`config.mk`:
```
export PLATFORM = sky130hd
export DESIGN_NAME = alu_cmd_queue
export DESIGN_NICKNAME = d
export VERILOG_FILES = /design/src/rtl/alu_cmd_queue.sv
export SDC_FILE = /design/constraint.sdc
export NUM_CORES = 1
export LEC_CHECK = 0
export CORE_ASPECT_RATIO = 0.7
export CORE_UTILIZATION = 46
export CTS_CLUSTER_SIZE = 14
export DETAILED_ROUTE_END_ITERATION = 6
export PLACE_DENSITY = 0.81
export SYNTH_ARGS = -nofsm -noshare
export SYNTH_HDL_FRONTEND = slang
export SYNTH_SLANG_ARGS = --single-unit
export TNS_END_PERCENT = 10
```
`constraint.sdc`:
```
create_clock -name clk -period 2 [get_ports clk]
set_input_delay 0.2 -clock clk [delete_from_list [all_inputs] [get_ports clk]]
set_output_delay 0.2 -clock clk [all_outputs]
set_load 0.005 [all_outputs]
```
`src/rtl/alu_cmd_queue.sv`:
```
// Command FIFO feeding the 4-bit two-output ALU, with a registered
// result slot and an out2 == ~out1 invariant checker.
module alu_cmd_queue #(
  parameter int DEPTH = 4,
  parameter int W     = 4
) (
  input  logic                         clk,
  input  logic                         rst,
  input  logic                         in_valid,
  output logic                         in_ready,
  input  logic [W-1:0]                 in_a,
  input  logic [W-1:0]                 in_b,
  input  logic [W-1:0]                 in_op,
  output logic [W-1:0]                 alu_a,
  output logic [W-1:0]                 alu_b,
  output logic [W-1:0]                 alu_op,
  input  logic [W-1:0]                 alu_out1,
  input  logic [W-1:0]                 alu_out2,
  output logic                         res_valid,
  input  logic                         res_ready,
  output logic [2*W-1:0]               res_data,
  output logic                         res_err,
  output logic                         err_sticky,
  output logic [$clog2(DEPTH+1)-1:0]   count
);

  localparam int AW = $clog2(DEPTH);
  localparam int CW = $clog2(DEPTH+1);
  localparam int EW = 3 * W;

  logic [EW-1:0]  r_mem [DEPTH];
  logic [AW-1:0]  r_wr_ptr;
  logic [AW-1:0]  r_rd_ptr;
  logic [CW-1:0]  r_count;
  logic           r_res_valid;
  logic [2*W-1:0] r_res_data;
  logic           r_res_err;
  logic           r_err_sticky;

  logic           w_push;
  logic           w_pop;
  logic           w_nonempty;
  logic           w_slot_free;
  logic           w_bad;
  logic [EW-1:0]  w_head;

  assign in_ready    = (r_count < CW'(DEPTH));
  assign w_push      = in_valid & in_ready;
  assign w_nonempty  = (r_count != '0);
  assign w_slot_free = ~r_res_valid | res_ready;
  assign w_pop       = w_nonempty & w_slot_free;
  assign w_bad       = (alu_out2 != ~alu_out1);
  assign w_head      = r_mem[r_rd_ptr];

  // Empty queue presents zeros rather than a stale entry
  assign alu_a  = w_nonempty ? w_head[EW-1 -: W]  : '0;
  assign alu_b  = w_nonempty ? w_head[2*W-1 -: W] : '0;
  assign alu_op = w_nonempty ? w_head[W-1:0]      : '0;

  assign res_valid  = r_res_valid;
  assign res_data   = r_res_data;
  assign res_err    = r_res_err;
  assign err_sticky = r_err_sticky;
  assign count      = r_count;

  always_ff @(posedge clk) begin
    if (w_push) begin
      r_mem[r_wr_ptr] <= {in_a, in_b, in_op};
    end
  end

  always_ff @(posedge clk) begin
    if (rst) begin
      r_wr_ptr     <= '0;
      r_rd_ptr     <= '0;
      r_count      <= '0;
      r_res_valid  <= 1'b0;
      r_res_data   <= '0;
      r_res_err    <= 1'b0;
      r_err_sticky <= 1'b0;
    end else begin
      if (w_push) begin
        r_wr_ptr <= r_wr_ptr + AW'(1);
      end
      if (w_pop) begin
        r_rd_ptr <= r_rd_ptr + AW'(1);
      end
      r_count <= r_count + CW'(w_push) - CW'(w_pop);
      if (w_pop) begin
        r_res_data  <= {alu_out1, alu_out2};
        r_res_err   <= w_bad;
        r_res_valid <= 1'b1;
      end else if (res_ready & r_res_valid) begin
        r_res_valid <= 1'b0;
      end
      r_err_sticky <= r_err_sticky | (w_pop & w_bad);
    end
  end

endmodule

```
# [Word level (Yosys, flattened, before mapping)]
# Memories as Yosys holds them, arrays and structs flattened. A register that Yosys moved wholly into a read port is not among the register bits.
# Cells that the tools add are included.
[totals] ff_bits=18 ramBits=48 wordCells=33 n_memories=1
[memory_table] name="r_mem" depth=4 width=12 read_ports=1 rd_clocked_by_memory_dff=1 write_ports=1 line_no="31" source="logic [EW-1:0] r_mem [DEPTH];"
[classes] n_addsub=4 order_cmp=1 n_eq_ne=1 n_mux=9 bitwise=8 reduce_logical=2
[op_table] cell="2-to-1 mux 4 bit" count=3
[op_table] cell="adder 2 x 1 -> 2 bit (second input constant)" count=2
[op_table] cell="AND 1 bit" count=4
[op_table] cell="2-to-1 mux 1 bit" count=4
[op_table] cell="2-to-1 mux 2 bit" count=2
[op_table] cell="!= test 4 bit" count=1
[op_table] cell="NOT 4 bit" count=1
[op_table] cell="adder 3 x 1 -> 3 bit" count=1
[op_table] cell="< comparator 3 bit (second input constant)" count=1
[op_table] cell="nonzero test 3 bit" count=1
[op_table] cell="subtractor 3 x 1 -> 3 bit" count=1
[op_table] cell="OR 1 bit" count=2
[op_table] cell="nonzero test 2 bit" count=1
[op_table] cell="NOT 1 bit" count=1

# [Longest topological paths before layout]
# Gate-level depths: netlist of the first run.
[depth] word_depth=5 depth_mapped=9 mapped_depth_nobuf=8

# [Least setup slack after synthesis of the first run]
# OpenSTA, ideal clock, no wires.
[synth_path] kind="reg2reg" start="register r_count[2] (netlist: count[2])" end="register r_count[2] (netlist: count[2])" setup_time_ns=0.128 t_arrival_ns=1.806 required_time_ns=1.872 path_slack_ns=0.066 stages_incl_launch_ff=10 path_buffers=1 path_cell_list="dfxtp_1 > nor2b_1 > clkbuf_1 > or3_1 > nand2_1 > ha_1 > fa_1 > xnor2_1 > xnor2_1 > nor2_1"
[synth_between] elab_chain_cells=4
[synth_lines] item="start: declaration" line_no="34" source="logic [CW-1:0] r_count;"
[synth_lines] item="start signal: assignment" line_no="88" source="r_count <= r_count + CW'(w_push) - CW'(w_pop);"
[synth_lines] item="< comparator 3 bit" line_no="47" source="assign in_ready = (r_count < CW'(DEPTH));"
[synth_lines] item="AND 1 bit" line_no="48" source="assign w_push = in_valid & in_ready;"
[synth_lines] item="adder 3 x 1 -> 3 bit" line_no="88"
[synth_lines] item="subtractor 3 x 1 -> 3 bit (*)" line_no="88"
# Every way passes the cells marked *; elsewhere a longest branch is shown, timed or not.
# A chain may end at the register's enable or synchronous reset.

==> impl_table.tex, run 1 <==
\begin{tabular}{lr}
\hline
Metric & Value \\
\hline
\multicolumn{2}{l}{\textbf{Status}} \\
\quad Run status & complete, no violations \\
\multicolumn{2}{l}{\textbf{Power and ir drop}} \\
\quad Power density of the placed cells & 1310 nW/um\^{}2 \\
\quad Fraction of power consumed by the clock network & 20.6\% \\
\quad Sw Pwr & 1.35 mW \\
\quad Power, Total & 4.71 mW \\
\quad Leakage power figure & 1.27 nW \\
\quad Sequential share of power & 40.4\% \\
\quad Internal Pwr Total & 3.36 mW \\
\quad Combinational cell fraction of total power & 39.1\% \\
\quad Switching power share of the total & 28.7\% \\
\quad Peak supply drop & 0.000663 V \\
\multicolumn{2}{l}{\textbf{Setup path}} \\
\quad Series of cell instances along the critical path & buf\_16 > mux4\_2 > and2\_1 > dlygate4sd2\_1 \\
\quad Crit path largest cell delay & 480 ps \\
\quad Worst path slowest cell & sky130\_fd\_sc\_hd\_\_mux4\_2 \\
\quad Category of the most critical setup path & reg2out \\
\quad Worst endpoint data arrival time & 1760 ps \\
\quad Type of origin of the critical path & flop \\
\quad Crit end category & output pin \\
\quad Maximum fanout encountered on the critical timing path & 6 \\
\quad Minimum setup slack among reg-to-reg paths & 140 ps \\
\quad R2R cell count & 8 \\
\quad Capture instance of the worst register-to-register path & count[2]\$\_SDFF\_PP0\_ \\
\quad Launch instance of the worst register-to-register path & count[2]\$\_SDFF\_PP0\_ \\
\quad Required time at the worst-slack endpoint & 1800 ps \\
\multicolumn{2}{l}{\textbf{Yosys}} \\
\quad Synthesized cell area & 2730 sq um \\
\quad Cell variety after synth & 28 \\
\quad Async set-reset flop share out of synthesis & 0\% \\
\quad Number of synthesized flops with an enable pin & 48 \\
\quad Synth area leader & sky130\_fd\_sc\_hd\_\_edfxtp\_1 \\
\quad Number of register bits inferred by synthesis & 68 \\
\quad Commonest register cell after synthesis & sky130\_fd\_sc\_hd\_\_edfxtp\_1 \\
\quad Post-Syn Area per Cell & 15.4 sq um \\
\quad Sequential area share after synthesis & 67.4\% \\
\quad Largest cells by area after synthesis & sky130\_fd\_sc\_hd\_\_edfxtp\_1, sky130\_fd\_sc\_hd\_\_dfxtp\_1, sky130\_fd\_sc\_hd\_\_mux4\_2, sky130\_fd\_sc\_hd\_\_and2\_1, sky130\_fd\_sc\_hd\_\_ha\_1 \\
\quad Synthesis warning total & 0 \\
\quad Proportion of netlist area held by the largest area contributor & 52.7\% \\
\quad Cells after Synth & 177 \\
\quad Synthesized net count & 207 \\
\multicolumn{2}{l}{\textbf{Floorplan}} \\
\quad Die extent in y & 66.5 um \\
\quad Placeable Area & 5730 sq um \\
\quad Width of the die & 94.1 um \\
\quad Number of rows created at floorplan & 23 \\
\quad DIE AREA & 6260 sq um \\
\quad Top-level port count & 51 \\
\quad Initial standard-cell utilization of the core & 47.7\% \\
\multicolumn{2}{l}{\textbf{Placement}} \\
\quad Instance count after placement with tap cells included & 303 \\
\quad Count of buffers inserted at the top-level ports & 50 \\
\quad RD Place Congestion & 0.762 \\
\quad HPWL after detailed placement & 3660 um \\
\multicolumn{2}{l}{\textbf{GRT}} \\
\quad Wire length of the first global-routing pass & 8620 um \\
\quad Number of antenna violations at the first check in global routing & 0 \\
\quad Leftover overflow at the end of global routing & 0 \\
\quad Overall Global Routing Usage & 19.9\% \\
\quad Vias in the first global route & 1698 \\
\quad Pin count of the biggest net entering global routing & 23 \\
\multicolumn{2}{l}{\textbf{Routing}} \\
\quad Post-route DRC violation count & 0 \\
\quad ANT nets after route & 0 \\
\quad Iteration-0 DRC count of the detailed router & 98 \\
\quad Wire length reported by the detailed router & 5370 um \\
\quad Via count normalized by instance count & 5.23 \\
\quad Average wire per standard cell & 16.6 um \\
\quad Drt first pass iters & 4 \\
\quad Via count & 1688 \\
\multicolumn{2}{l}{\textbf{Timing}} \\
\quad Post-route fraction of the period consumed by the critical path & 98.2\% \\
\quad Unrepaired setup endpoints after global routing & yes \\
\quad Hold Violations, Final & 0 \\
\quad Final Critical Period & 1960 ps \\
\quad Number of setup violations in the final report & 0 \\
\quad Transition time at the pin with the least slew margin & 538 ps \\
\quad Clock Skew & 8.33 ps \\
\quad Worst hold slack after final layout & 478 ps \\
\quad Total count of max-transition violations in the final report & 0 \\
\quad Relative slew margins & 64.0\% \\
\quad Max Clk Rate & 509 MHz \\
\multicolumn{2}{l}{\textbf{Clock network}} \\
\quad H-tree levels & 3 \\
\quad CTS root buffer & sky130\_fd\_sc\_hd\_\_clkbuf\_8 \\
\quad Clock tree from TritonCTS & built \\
\quad Clk slew on worst S/H paths & 60 ps \\
\quad Number of buffers inserted during clock tree synthesis & 9 \\
\quad Number of sinks on the clock net & 68 \\
\quad Deepest clock path buffer count & 2 \\
\quad Latest clock arrival within the worst-skew pair & 340 ps \\
\quad Cts hold-fix bufs & 0 \\
\multicolumn{2}{l}{\textbf{Cells and area}} \\
\quad Post-route core utilization & 62.9\% \\
\quad Fill cells & 419 \\
\quad Signed area change from the synthesized netlist to the final layout & 31.9\% \\
\quad Storage element area & 1850 sq um \\
\quad Commonest non-fill, non-tap cell in the layout & sky130\_fd\_sc\_hd\_\_edfxtp\_1 \\
\quad Ratio of cells with drive above 1 in the final layout & 23.4\% \\
\quad Number of nets in the final layout & 273 \\
\quad Commonest cells after routing, fill and taps aside & sky130\_fd\_sc\_hd\_\_edfxtp\_1, sky130\_fd\_sc\_hd\_\_clkdlybuf4s50\_1, sky130\_fd\_sc\_hd\_\_dfxtp\_1, sky130\_fd\_sc\_hd\_\_mux4\_2, sky130\_fd\_sc\_hd\_\_a21oi\_1 \\
\quad Antenna cells & 0 \\
\quad Non-filler cells in the finished layout & 323 \\
\quad Area used by multi-input combinational logic & 846 sq um \\
\multicolumn{2}{l}{\textbf{Min path}} \\
\quad End point of the worst hold path & res\_data[7]\$\_SDFFE\_PP0P\_ \\
\quad Type of the worst min-delay path & reg2reg \\
\quad Worst hold path startpoint & res\_data[7]\$\_SDFFE\_PP0P\_ \\
\quad Cells on Worst Hold Path & 2 \\
\multicolumn{2}{l}{\textbf{Flow run}} \\
\quad Maximum capacitance violations & 0 \\
\hline
\end{tabular}
==> cells in the mapped netlist (4+ instances only) <==
cell and number:
sky130_fd_sc_hd__a21oi_1 12, sky130_fd_sc_hd__and2_1 16, sky130_fd_sc_hd__clkbuf_1 5, sky130_fd_sc_hd__dfxtp_1 20, sky130_fd_sc_hd__edfxtp_1 48, sky130_fd_sc_hd__ha_1 5, sky130_fd_sc_hd__inv_1 5, sky130_fd_sc_hd__mux4_2 12
sky130_fd_sc_hd__nand3_1 8, sky130_fd_sc_hd__nor2_1 5, sky130_fd_sc_hd__nor2b_1 4, sky130_fd_sc_hd__o21ai_0 10, sky130_fd_sc_hd__xnor2_1 7
==> per-stage QoR <==
| step | setup TNS (ps) | area (sq um) | setup WS (ps) |
|---|---|---|---|
| 3_3_place_gp | -117 | 3370 | -110 |
| 6_report | 0 | 3600 | 36.1 |
| 3_5_place_dp | -169 | 3370 | -131 |
| 5_1_grt | -56.2 | 3600 | -42.9 |
| 2_1_floorplan | 0 | 2730 | 66.5 |
| 4_1_cts | -88.6 | 3610 | -56.5 |
==> power groups by stage <==
stage	combinational (mW)	clock, mW	sequential [mW]
after floorplan	0.931	0	1.90
after global placement	1.72	0	1.89
after detailed placement	1.76	0	1.90
after CTS	1.83	1.00	1.90
after global routing	2.01	1.07	1.93
final	1.84	0.968	1.90
==> sequential cells by signal (all words and copies together) (netlist names), named ones only <==
register / flops
res_valid: 1
r_rd_ptr: 2
res_data: 8
r_mem: 48
r_wr_ptr: 2
res_err: 1
err_sticky: 1
count: 3
==> critical path: cells and delay by family (launching register included) <==
| kind | cells | cell delay, ps |
|---|---|---|
| DFF | 1 | 400 |
| muxes | 1 | 480 |
| and+or+nand+nor | 1 | 160 |
| buffers and inverters | 2 | 390 |
==> how the worst max path moves through the flow <==
| stage | start | endpoint | cells past startpoint |
|---|---|---|---|
| floorplan | count[2]$_SDFF_PP0_ | count[2]$_SDFF_PP0_ | 9 |
| global placement | in_valid | count[2]$_SDFF_PP0_ | 9 |
| detailed placement | in_valid | count[2]$_SDFF_PP0_ | 9 |
| CTS | flop | alu_op[1] | 5 |
| global route | flop | alu_b[0] | 4 |
| finish | flop | alu_b[0] | 4 |
==> area by class of cell <==
| class | count | area share (%) |
|---|---|---|
| sequential | 68 | 51.2 |
| multi-input combinational | 94 | 23.5 |
| timing repair buffer | 65 | 17.4 |
| clock buffer | 14 | 4.51 |
| tap | 75 | 2.60 |
| inverter | 5 | 0.521 |
| clock inverter | 2 | 0.278 |
==> metal layers <==
layer	part of all wire [%]	GRT usage (%)	wire (um)
met2	48	30.8	2590
met4	1.5	8.46	83
met5	0	0	0
met3	4.6	7.99	248
met1	46	25.0	2450
==> repair_timing <==
action	4_1_cts	5_1_grt
setup buffers	3	0
endpoints found under the hold margin	0	0
gates resized for setup	26	16
endpoints found under the setup margin	12	13
cloned	1	0
pin swaps	4	1
==> cells by family (layout without fill, tap and decap cells) <==
family          Yosys count  count (layout)  synth area share (%)
simple gates             41              41                  8.79
fa+ha+maj                 6               6                  3.02
xor+xnor                  7               7                  2.24
mux                      13              13                  10.3
buf+inv                  15              86                  2.47
flops                    68              68                  67.4
compound gates           27              27                  5.82
Power figures use the tool's default switching activity.
==> run 2, diff against run 1 <==
--- a/config.mk
+++ b/config.mk
@@ -5,6 +5,8 @@
 export SDC_FILE = /design/constraint.sdc
 export NUM_CORES = 1
 export LEC_CHECK = 0
+export ABC_CLOCK_PERIOD_IN_PS = 2000
+export CAP_MARGIN = 20
 export CORE_ASPECT_RATIO = 0.7
 export CORE_UTILIZATION = 46
 export CTS_CLUSTER_SIZE = 14
==> results of run 2 <==
No change in the layout: final DEF, timing and power equal those of run 1.
==> run 3, diff against run 2 <==
--- a/config.mk
+++ b/config.mk
@@ -12,6 +12,7 @@
 export CTS_CLUSTER_SIZE = 14
 export DETAILED_ROUTE_END_ITERATION = 6
 export PLACE_DENSITY = 0.81
+export SLEW_MARGIN = 10
 export SYNTH_ARGS = -nofsm -noshare
 export SYNTH_HDL_FRONTEND = slang
 export SYNTH_SLANG_ARGS = --single-unit
==> results of run 3 <==
No change in the layout: final DEF, timing and power equal those of run 1.
